File: config.mk
export PLATFORM = sky130hd
export DESIGN_NAME = alu_ex_stage
export DESIGN_NICKNAME = d
export VERILOG_FILES = /design/src/rtl/alu_pkg.sv /design/src/rtl/ALU.sv /design/src/rtl/alu_ex_stage.sv
export SDC_FILE = /design/constraint.sdc
export NUM_CORES = 1
export LEC_CHECK = 0
export ABC_AREA = 1
export BUFFER_PORTS_ARGS = -buffer_cell sky130_fd_sc_hd__clkbuf_2
export CORE_MARGIN = 2
export CORE_UTILIZATION = 63
export DETAILED_ROUTE_END_ITERATION = 12
export PLACE_DENSITY = 0.82
export SYNTH_ARGS = -nofsm -noshare
export SYNTH_HDL_FRONTEND = slang
export SYNTH_SLANG_ARGS = --single-unit
File: constraint.sdc
create_clock -name clk -period 1.8 [get_ports clk]
set_input_delay 0.36 -clock clk [delete_from_list [all_inputs] [get_ports clk]]
set_output_delay 0.36 -clock clk [all_outputs]
set_load 0.02 [all_outputs]
File: src/rtl/alu_pkg.sv
// Shared ALU definitions: default widths and the alu_op encoding.
// Used by both ALU and alu_ex_stage.
package alu_pkg;

    localparam int ALU_DW  = 32;
    localparam int ALU_OPW = 5;

    // Encodings not listed here are illegal; ALU returns zero for them.
    localparam logic [ALU_OPW-1:0] ALU_NOP  = 5'd0;
    localparam logic [ALU_OPW-1:0] ALU_ADD  = 5'd1;
    localparam logic [ALU_OPW-1:0] ALU_SUB  = 5'd2;
    localparam logic [ALU_OPW-1:0] ALU_AND  = 5'd3;
    localparam logic [ALU_OPW-1:0] ALU_OR   = 5'd4;
    localparam logic [ALU_OPW-1:0] ALU_XOR  = 5'd5;
    localparam logic [ALU_OPW-1:0] ALU_SLL  = 5'd6;
    localparam logic [ALU_OPW-1:0] ALU_SRL  = 5'd7;
    localparam logic [ALU_OPW-1:0] ALU_SRA  = 5'd8;
    localparam logic [ALU_OPW-1:0] ALU_SLT  = 5'd9;
    localparam logic [ALU_OPW-1:0] ALU_SLTU = 5'd10;
    localparam logic [ALU_OPW-1:0] ALU_PSA  = 5'd11;
    localparam logic [ALU_OPW-1:0] ALU_PSB  = 5'd12;

endpackage

File: src/rtl/ALU.sv
// Purely combinational ALU. Shift amount is the low log2(DW) bits of src1.
// NOP and illegal encodings yield zero.
import alu_pkg::*;

module ALU #(
    parameter int DW  = ALU_DW,
    parameter int OPW = ALU_OPW
) (
    input  logic [DW-1:0]  alu_src0,
    input  logic [DW-1:0]  alu_src1,
    input  logic [OPW-1:0] alu_op,
    output logic [DW-1:0]  alu_res
);

    localparam int SHW = $clog2(DW);

    logic [SHW-1:0] w_shamt;
    assign w_shamt = alu_src1[SHW-1:0];

    // Operation decode; result defaults to zero for anything unrecognised.
    always_comb begin
        alu_res = '0;
        case (alu_op)
            ALU_ADD:  alu_res = alu_src0 + alu_src1;
            ALU_SUB:  alu_res = alu_src0 - alu_src1;
            ALU_AND:  alu_res = alu_src0 & alu_src1;
            ALU_OR:   alu_res = alu_src0 | alu_src1;
            ALU_XOR:  alu_res = alu_src0 ^ alu_src1;
            ALU_SLL:  alu_res = alu_src0 << w_shamt;
            ALU_SRL:  alu_res = alu_src0 >> w_shamt;
            ALU_SRA:  alu_res = $unsigned($signed(alu_src0) >>> w_shamt);
            ALU_SLT:  alu_res = {{(DW-1){1'b0}}, $signed(alu_src0) < $signed(alu_src1)};
            ALU_SLTU: alu_res = {{(DW-1){1'b0}}, alu_src0 < alu_src1};
            ALU_PSA:  alu_res = alu_src0;
            ALU_PSB:  alu_res = alu_src1;
            default:  alu_res = '0;
        endcase
    end

endmodule

File: src/rtl/alu_ex_stage.sv
// Registered ALU execute stage: main output register plus a one-entry skid
// buffer, so in_ready comes straight from a flop (no out_ready->in_ready path).
// Optional retired-op counter on port perf_cnt when ALU_EX_PERF_EN is defined.
import alu_pkg::*;

module alu_ex_stage #(
    parameter int DW  = ALU_DW,
    parameter int OPW = ALU_OPW,
    parameter int RW  = 5
) (
    input  logic           clk,
    input  logic           rstn,
    input  logic           in_valid,
    output logic           in_ready,
    input  logic [DW-1:0]  in_src0,
    input  logic [DW-1:0]  in_src1,
    input  logic [OPW-1:0] in_op,
    input  logic [RW-1:0]  in_rd,
    output logic           out_valid,
    input  logic           out_ready,
    output logic [DW-1:0]  out_res,
    output logic [RW-1:0]  out_rd
`ifdef ALU_EX_PERF_EN
    ,
    output logic [31:0]    perf_cnt
`endif
);

    logic           r_main_vld;
    logic [DW-1:0]  r_main_res;
    logic [RW-1:0]  r_main_rd;
    logic           r_skid_vld;
    logic [DW-1:0]  r_skid_res;
    logic [RW-1:0]  r_skid_rd;

    logic [DW-1:0]  w_alu_res;
    logic           w_in_fire;
    logic           w_out_fire;

    ALU #(.DW(DW), .OPW(OPW)) u_alu (
        .alu_src0 (in_src0),
        .alu_src1 (in_src1),
        .alu_op   (in_op),
        .alu_res  (w_alu_res)
    );

    // in_ready is the inverted skid flop: accept only while the skid has room.
    assign in_ready   = !r_skid_vld;
    assign w_in_fire  = in_valid && !r_skid_vld;
    assign w_out_fire = r_main_vld && out_ready;

    assign out_valid = r_main_vld;
    assign out_res   = r_main_res;
    assign out_rd    = r_main_rd;

    // Main/skid update: main refills from skid first (keeps FIFO order), else
    // from the ALU; a result arriving while main is stalled parks in the skid.
    always_ff @(posedge clk or negedge rstn) begin
        if (!rstn) begin
            r_main_vld <= 1'b0;
            r_main_res <= '0;
            r_main_rd  <= '0;
            r_skid_vld <= 1'b0;
            r_skid_res <= '0;
            r_skid_rd  <= '0;
        end else if (!r_main_vld || w_out_fire) begin
            if (r_skid_vld) begin
                // in_ready is low here, so no new op can collide with the drain
                r_main_vld <= 1'b1;
                r_main_res <= r_skid_res;
                r_main_rd  <= r_skid_rd;
                r_skid_vld <= 1'b0;
            end else if (w_in_fire) begin
                r_main_vld <= 1'b1;
                r_main_res <= w_alu_res;
                r_main_rd  <= in_rd;
            end else begin
                r_main_vld <= 1'b0;
            end
        end else if (w_in_fire) begin
            r_skid_vld <= 1'b1;
            r_skid_res <= w_alu_res;
            r_skid_rd  <= in_rd;
        end
    end

`ifdef ALU_EX_PERF_EN
    logic [31:0] r_perf_cnt;

    // Retired-op counter; wraps naturally at 2^32.
    always_ff @(posedge clk or negedge rstn) begin
        if (!rstn)           r_perf_cnt <= '0;
        else if (w_out_fire) r_perf_cnt <= r_perf_cnt + 32'd1;
    end

    assign perf_cnt = r_perf_cnt;
`endif

endmodule

==> results.ini, run 1 <==
[cts]
ctsResizeCount = 844
htreeDepth = 3
hold_buffers = 1
ctsLongestPathBuffers = 2
cts_setup_buffers = 69
numClockSinks = 76
cts_root_buf = clkbuf_16
cts_buffers = 9

[yosys]
synth_area_leader_cell = nand2_1
synth_top_cell_area_share = 0.2315
ys.flop_type = dfrtp_1
yosysSeqAreaShare = 0.1415
netlist_area_um2 = 13440
netlist_instances = 2482
synth.avg_cell_area_um2 = 5.416
synth_cell_types = 48
synth_area_leaders = nand2_1 (23%), nand3_1 (15%), dfrtp_1 (14%)
synth-seq-cells = 76
synth-edff-count = 0
yosys_warnings = 0
synth_async_sr_flop_share = 1.000
syn-num-nets = 2662

[floorplan]
initial_core_util = 0.6415
dieHeight_um = 150.1
die_width_um = 150.1
num_io_pins = 117
rows = 53

[placement]
place_hpwl_um = 54540
io_buffers = 116
placedCellCount = 3272
routabilityCongestion = 1.220

[status]
status = stopped before the end
haltStage = clock tree synthesis
error = [ERROR DPL-0038] Utilization greater than 100%, impossible to legalize

[per-stage QoR]
| stage | instance area, um2 | setup slack, ps | utilization | setup TNS, ps |
|---|---|---|---|---|
| 2_1_floorplan | 13720 | -443.0 | - | -21200 |
| 3_3_place_gp | 18070 | -795.7 | 0.8621 | -40850 |
| 3_5_place_dp | 18070 | -991.0 | 0.8621 | -48260 |
[synth_stat cells (11+ instances only)]
master and count:
clkbuf_1 34, o22ai_1 30, o21ai_1 21, o21bai_1 13
a21oi_1 124, nor2_1 206, nor3_1 26, nand3_1 405
dfrtp_1 76, o211ai_1 17, buf_2 51, nand4_1 39
ha_1 100, and2_1 14, inv_2 13, o21ai_0 105
nand2_1 829, buf_1 11, a31oi_1 11, inv_1 274
[cells by family after synthesis]
kind of cell	after synthesis	share of synthesized area
simple gates	1555	0.4957
buf+inv	403	0.1227
compound gates	344	0.1427
fa+ha+maj	102	0.09605
flops	76	0.1415
xor+xnor	1	0.0006516
mux	1	0.0007446
==> run 2, diff against run 1 <==
--- a/config.mk
+++ b/config.mk
@@ -8,9 +8,9 @@
 export ABC_AREA = 1
 export BUFFER_PORTS_ARGS = -buffer_cell sky130_fd_sc_hd__clkbuf_2
 export CORE_MARGIN = 2
-export CORE_UTILIZATION = 63
+export CORE_UTILIZATION = 40
 export DETAILED_ROUTE_END_ITERATION = 12
-export PLACE_DENSITY = 0.82
+export PLACE_DENSITY_LB_ADDON = 0.15
 export SYNTH_ARGS = -nofsm -noshare
 export SYNTH_HDL_FRONTEND = slang
 export SYNTH_SLANG_ARGS = --single-unit
==> results.ini, run 2 <==
[cells_and_area]
final_cell_mix = nand2_1 (714), buf_4 (558), nand3_1 (305), inv_1 (194), nor2_1 (151)
area_growth_pct = 66.65
stdcell_count = 3578
diodes = 0
drive_gt1_frac = 0.4112
finalNetCount = 3306
layout_commonest_cell = nand2_1

[sta]
max_freq_mhz = 445.4
tightest_slew_ps = 535.4
period_minus_slack_ps = 2245
rsz0062_at_grt = true
finalSetupTns_ps = -17080
post-route-period-util = 1.247
slew_headroom = 0.6393
setup_viol = 64
hold_viol_final = 0
hold_slack_ps = 244.8
skew_ps = 13.37
drv_slew = 0
setup_slack_ps = -445.0

[global_routing]
grtUsageTotal = 0.4249
grt_max_degree = 66
grt_first_pass_wirelength_um = 114300
grt_pass1_vias = 19970
antenna_found_initial = 0
overflow = 0

[floorplan]
initial_core_util = 0.4039
die_width_um = 187.3
rows = 67
fp.dieArea_um2 = 35090
core_area_um2 = 33280
dieHeight_um = 187.3
num_io_pins = 117

[yosys]
synth-seq-cells = 76
synth-edff-count = 0
synth.most_common_cell = nand2_1
netlist_instances = 2482
synth.avg_cell_area_um2 = 5.416
yosys_warnings = 0
synth_async_sr_flop_share = 1.000
synth_area_leaders = nand2_1 (23%), nand3_1 (15%), dfrtp_1 (14%)
ys_top_cells_by_count = nand2_1 (829), nand3_1 (405), inv_1 (274), nor2_1 (206), a21oi_1 (124)
yosysSeqAreaShare = 0.1415
syn-num-nets = 2662
synth_area_leader_cell = nand2_1
ys.flop_type = dfrtp_1
netlist_area_um2 = 13440
synth_cell_types = 48
synth_top_cell_area_share = 0.2315

[setup_path]
cp.required_ps = 2020
endpoint_kind = register
start_kind = input port
timing_worst_setup_path_type = input port to register
r2r_cells = 7
crit_fanout = 4
rrSetupSlack_ps = 180
arrival_ps = 2460
reg2reg_from = out_valid$_DFFE_PN0N_
worstReg2RegEnd = r_skid_res[3]$_DFFE_PN0P_
crit_path_end = r_skid_res[14]$_DFFE_PN0P_
crit_start = in_src1[0]

[placement]
placedCellCount = 3496
place_hpwl_um = 60720
io_buffers = 116
routabilityCongestion = 1.037

[cts]
cts_buffers = 9
numClockSinks = 76
clk_pin_slew_ps = 60
clock_latency_ps = 340
ctsLongestPathBuffers = 2
htreeDepth = 3
cts_root_buf = clkbuf_16
cts_tree = done

[routing]
post_drt_wl_per_cell_um = 21.25
routed-via-count = 20180
dr.first_iter.drc_count = 1995
wirelength_um = 76030
first_pass_iters = 5
post-route-drc-count = 0
detail-route-antenna-nets = 0
vias_per_cell = 5.641

[power]
comb_power_share = 0.615
irDropWorstVdd_uv = 688.0
powerDensity_nw_per_um2 = 482.6
seqPwrFrac = 0.205
internal-power_w = 0.006019
p_clk_frac = 0.180
finalPower_w = 0.01081
power.switching_w = 0.004791
switching_share = 0.4432
leakage_nw = 11.71

[worst_hold_path]
hp-class = input port to register

[status]
violations = negative setup slack
status = finished, violations left

[flow_run]
cap_violations = 0

-- run 2: cell counts after synthesis --
No cell type changed its count.
-- run 2: routing by layer --
layer,global-route usage,up-vias,share of wire
li1,-,9433,-
met1,0.5459,9562,0.41
met2,0.6947,970,0.45
met3,0.05816,217,0.082
met4,0.2201,0,0.063
met5,0,-,0
-- run 2: worst max-delay path, cell delays in order --
cell	delay (ps)
clkbuf_16	120
ha_4	130
inv_2	40
fa_2	360
inv_2	80
nand2_4	60
o21ai_4	260
nand2_2	130
nand2_4	120
nand2_4	80
nand2_8	100
nand2_4	70
nand2_4	60
nor2_4	40
nor2_4	210
nand2_1	90
nand2_1	70
o21ai_1	60
-- run 2: logic make-up after synthesis --
| group | count (synthesis) | synth area share |
|---|---|---|
| compound gates | 344 | 0.1427 |
| xor+xnor | 1 | 0.0006516 |
| fa+ha+maj | 102 | 0.09605 |
| buf+inv | 403 | 0.1227 |
| flops | 76 | 0.1415 |
| mux | 1 | 0.0007446 |
| simple gates | 1555 | 0.4957 |
-- run 2: power by group through the flow --
stage	Combinational, W	Clock [W]	Sequential [W]
6_report	0.00665	0.00195	0.00221
5_1_grt	0.00711	0.00202	0.00224
4_1_cts	0.00632	0.00195	0.00221
3_5_place_dp	0.00533	0	0.00223
3_3_place_gp	0.00528	0	0.00222
2_1_floorplan	0.00253	0	0.00239
-- run 2: how the worst min path moves through the flow --
stage	to	cells after the start	slack (ps)	from
after global routing	r_skid_rd[3]$_DFFE_PN0P_	3	250	in_rd[3]
after floorplan	out_rd[0]$_DFFE_PN0P_	0	60	rstn
after detailed placement	out_res[12]$_DFFE_PN0P_	1	340	rstn
final	r_skid_rd[3]$_DFFE_PN0P_	3	240	in_rd[3]
after CTS	r_skid_rd[4]$_DFFE_PN0P_	3	240	in_rd[4]
after global placement	r_skid_res[10]$_DFFE_PN0P_	1	340	rstn
-- run 2: repair_timing --
item,CTS,global route
gates cloned,3,0
setup buffers,52,12
hold buffers,1,0
hold endpoints to repair,32,0
resized for setup,630,90
pin swaps,184,50
endpoints found under the setup margin,64,64
-- run 2: final cells by class --
class,instances,area [um2]
sequential,76,1902
inverter,291,1182
clock buffer,9,225.2
timing repair buffer,745,6230
fill,3039,10880
tap,448,560.5
multi-input combinational,2003,12220
clock inverter,6,87.58
-- run 2: through the flow --
step	worst slack [ps]	utilization	instance area [um2]
2_1_floorplan	-443.0	-	13720
3_3_place_gp	-1261	0.5620	18700
3_5_place_dp	-1245	0.5620	18700
4_1_cts	-325.3	0.6605	21980
5_1_grt	-488.5	0.6731	22400
6_report	-445.0	0.6731	22400
Note: power is estimated with default switching activity, not from simulation.
==> run 3, diff against run 2 <==
--- a/config.mk
+++ b/config.mk
@@ -5,10 +5,9 @@
 export SDC_FILE = /design/constraint.sdc
 export NUM_CORES = 1
 export LEC_CHECK = 0
-export ABC_AREA = 1
 export BUFFER_PORTS_ARGS = -buffer_cell sky130_fd_sc_hd__clkbuf_2
 export CORE_MARGIN = 2
-export CORE_UTILIZATION = 40
+export CORE_UTILIZATION = 44
 export DETAILED_ROUTE_END_ITERATION = 12
 export PLACE_DENSITY_LB_ADDON = 0.15
 export SYNTH_ARGS = -nofsm -noshare
==> results.ini, run 3 <==
[status]
status = finished, violations left
violations = negative setup slack

[placement]
io_buffers = 116
placedCellCount = 2608
place_hpwl_um = 52290
dp_slack_ps = -1903
routabilityCongestion = 1.040

[routing]
dr.first_iter.drc_count = 1862
vias_per_cell = 6.444
detail-route-antenna-nets = 0
first_pass_iters = 6
routed-via-count = 17400
post_drt_wl_per_cell_um = 25.46
post-route-drc-count = 0
wirelength_um = 68750

[yosys]
synth_top_family_by_area = compound AO/OA/AOI/OAI gates
netlist_area_um2 = 12750
ys.flop_type = dfrtp_1
synth_top_cell_area_share = 0.1491
synth_cell_types = 92
synth-edff-count = 0
synth.most_common_cell = nand2_1
synthMuxAreaShare = 0.1705
synth_async_sr_flop_share = 1.000
syn-num-nets = 1827
synth-simple-area-share = 0.1882
yosys_warnings = 0
synth_area_leaders = dfrtp_1 (15%), ha_1 (9.8%), mux4_2 (8.5%)
synth_fa_ha_area_frac = 0.1012
ys_top_cells_by_count = nand2_1 (160), nor2_1 (154), a21oi_1 (150), o21ai_0 (116)
synth_compound_area_frac = 0.3117
netlist_instances = 1647
synth_area_leader_cell = dfrtp_1
synthXorXnorAreaFrac = 0.0006867
synth.avg_cell_area_um2 = 7.743
synth-seq-cells = 76
yosysSeqAreaShare = 0.1491

[cells_and_area]
final_cell_mix = buf_4 (614), nand2_1 (148), nor2_1 (134), a21oi_1 (105), clkbuf_2 (100)
finalNetCount = 2491
drive_gt1_frac = 0.5242
diodes = 0
stdcell_count = 2700
final_util = 0.7377
layout_commonest_cell = buf_4
area_growth_pct = 65.58

[sta]
period_minus_slack_ps = 2983
setup_slack_ps = -1183
drv_slew = 0
skew_ps = 4.957
tightest_slew_ps = 673.2
hold_viol_final = 0
setup_viol = 64
finalSetupTns_ps = -61480
rsz0062_at_grt = true
slew_headroom = 0.5512
max_freq_mhz = 335.2
post-route-period-util = 1.657

[cts]
ctsLongestPathBuffers = 2
clk_pin_slew_ps = 60
cts_tree = done
cts_root_buf = clkbuf_16
numClockSinks = 76
htreeDepth = 3
cts_buffers = 9
clock_latency_ps = 340

[setup_path]
start_kind = input port
endpoint_kind = register
arrival_ps = 3190
cp.required_ps = 2010
crit_fanout = 14
timing_worst_setup_path_type = input port to register

[power]
internal-power_w = 0.006647
powerDensity_nw_per_um2 = 541.0
seqPwrFrac = 0.210
leakage_nw = 9.521
irDropWorstVdd_uv = 444.5
p_clk_frac = 0.176
comb_power_share = 0.613
power.switching_w = 0.004777
switching_share = 0.4181

[floorplan]
initial_core_util = 0.4455
core_area_um2 = 28630
fp.dieArea_um2 = 30360
num_io_pins = 117
dieHeight_um = 174.3
rows = 62
die_width_um = 174.3

[global_routing]
grt_max_degree = 46
grt_first_pass_wirelength_um = 100300
antenna_found_initial = 0
overflow = 0
grt_pass1_vias = 16670
grtUsageTotal = 0.4320

[flow_run]
cap_violations = 0

[worst_hold_path]
hp-class = input port to register

## run 3: cell count changes in the layout (fill, tap and decap cells not counted), sizes merged, moves of 27 or more
| cell | previous run | this run |
|---|---|---|
| nand2 | 835 | 160 |
| nand3 | 406 | 26 |
| inv | 289 | 100 |
| nor2 | 217 | 155 |
| mux4 | 0 | 61 |
| buf | 630 | 690 |
| mux2i | 1 | 38 |
| mux2 | 0 | 33 |
| nand4 | 39 | 11 |
| a221oi | 0 | 27 |
## run 3: cells by family after synthesis
kind of cell | count (synthesis)
AO/OA/AOI/OAI | 586
XOR/XNOR | 1
adder cells (fa/ha/maj) | 102
buffers and inverters | 242
flip-flops | 76
multiplexers | 132
AND/OR/NAND/NOR | 508
## run 3: final timing paths
check / from / end / slack (ps) / cells after the start
max: in_src0[19] / out_res[28]$_DFFE_PN0P_ / -1180 / 11
min: in_rd[4] / r_skid_rd[4]$_DFFE_PN0P_ / 260 / 2
max reg2reg: out_valid$_DFFE_PN0N_ / out_res[21]$_DFFE_PN0P_ / 120 / 5
min reg2reg: out_rd[4]$_DFFE_PN0P_ / out_rd[4]$_DFFE_PN0P_ / 490 / 2
max in group asynchronous: rstn / out_res[13]$_DFFE_PN0P_ / 660 / 3
min in group asynchronous: rstn / out_res[8]$_DFFE_PN0P_ / 510 / 2
## run 3: power by group through the flow
| stage | clock network [W] | registers [W] | logic, W |
|---|---|---|---|
| 2_1_floorplan | 0 | 0.00262 | 0.00274 |
| 3_3_place_gp | 0 | 0.00239 | 0.00558 |
| 3_5_place_dp | 0 | 0.00242 | 0.00566 |
| 4_1_cts | 0.00203 | 0.00239 | 0.00640 |
| 5_1_grt | 0.00210 | 0.00245 | 0.00737 |
| 6_report | 0.00201 | 0.00240 | 0.00701 |
## run 3: repair_timing
item	CTS	global route
gates cloned	2	0
setup buffers	51	33
pin swaps	122	115
resized for setup	304	181
hold buffers	1	0
endpoints found under the setup margin	65	64
hold endpoints to repair	33	0
## run 3: cell type report
cell class,count,area (um2)
timing repair buffer,794,6177
clock inverter,6,93.84
inverter,101,425.4
clock buffer,10,239.0
sequential,76,1903
multi-input combinational,1329,11800
tap,384,480.5
fill,2174,7507
## run 3: metal layers
metal | routed length [um] | part of all wire | GRT usage
met3 | 7000 | 0.10 | 0.07108
met4 | 5096 | 0.074 | 0.2507
met5 | 0 | 0 | 0
met2 | 30530 | 0.44 | 0.6829
met1 | 26130 | 0.38 | 0.5580
## run 3: worst max-delay path: stages
cell and delay (ps):
clkbuf_2 130, buf_4 210, mux4_1 570, mux2i_2 320, nor3_1 130, a2111oi_4 320
o21ai_2 180, nor4_4 180, or4b_4 500, a31oi_4 190, o21ai_1 90
## run 3: through the flow
step	instance area [um2]	hold WS (ps)	total power, W
after CTS	20210	251.3	0.01082
after global placement	18220	340.8	0.007964
after detailed placement	18220	345.3	0.008079
after floorplan	13290	64.41	0.005358
after global routing	21120	266.3	0.01191
final	21120	259.4	0.01142
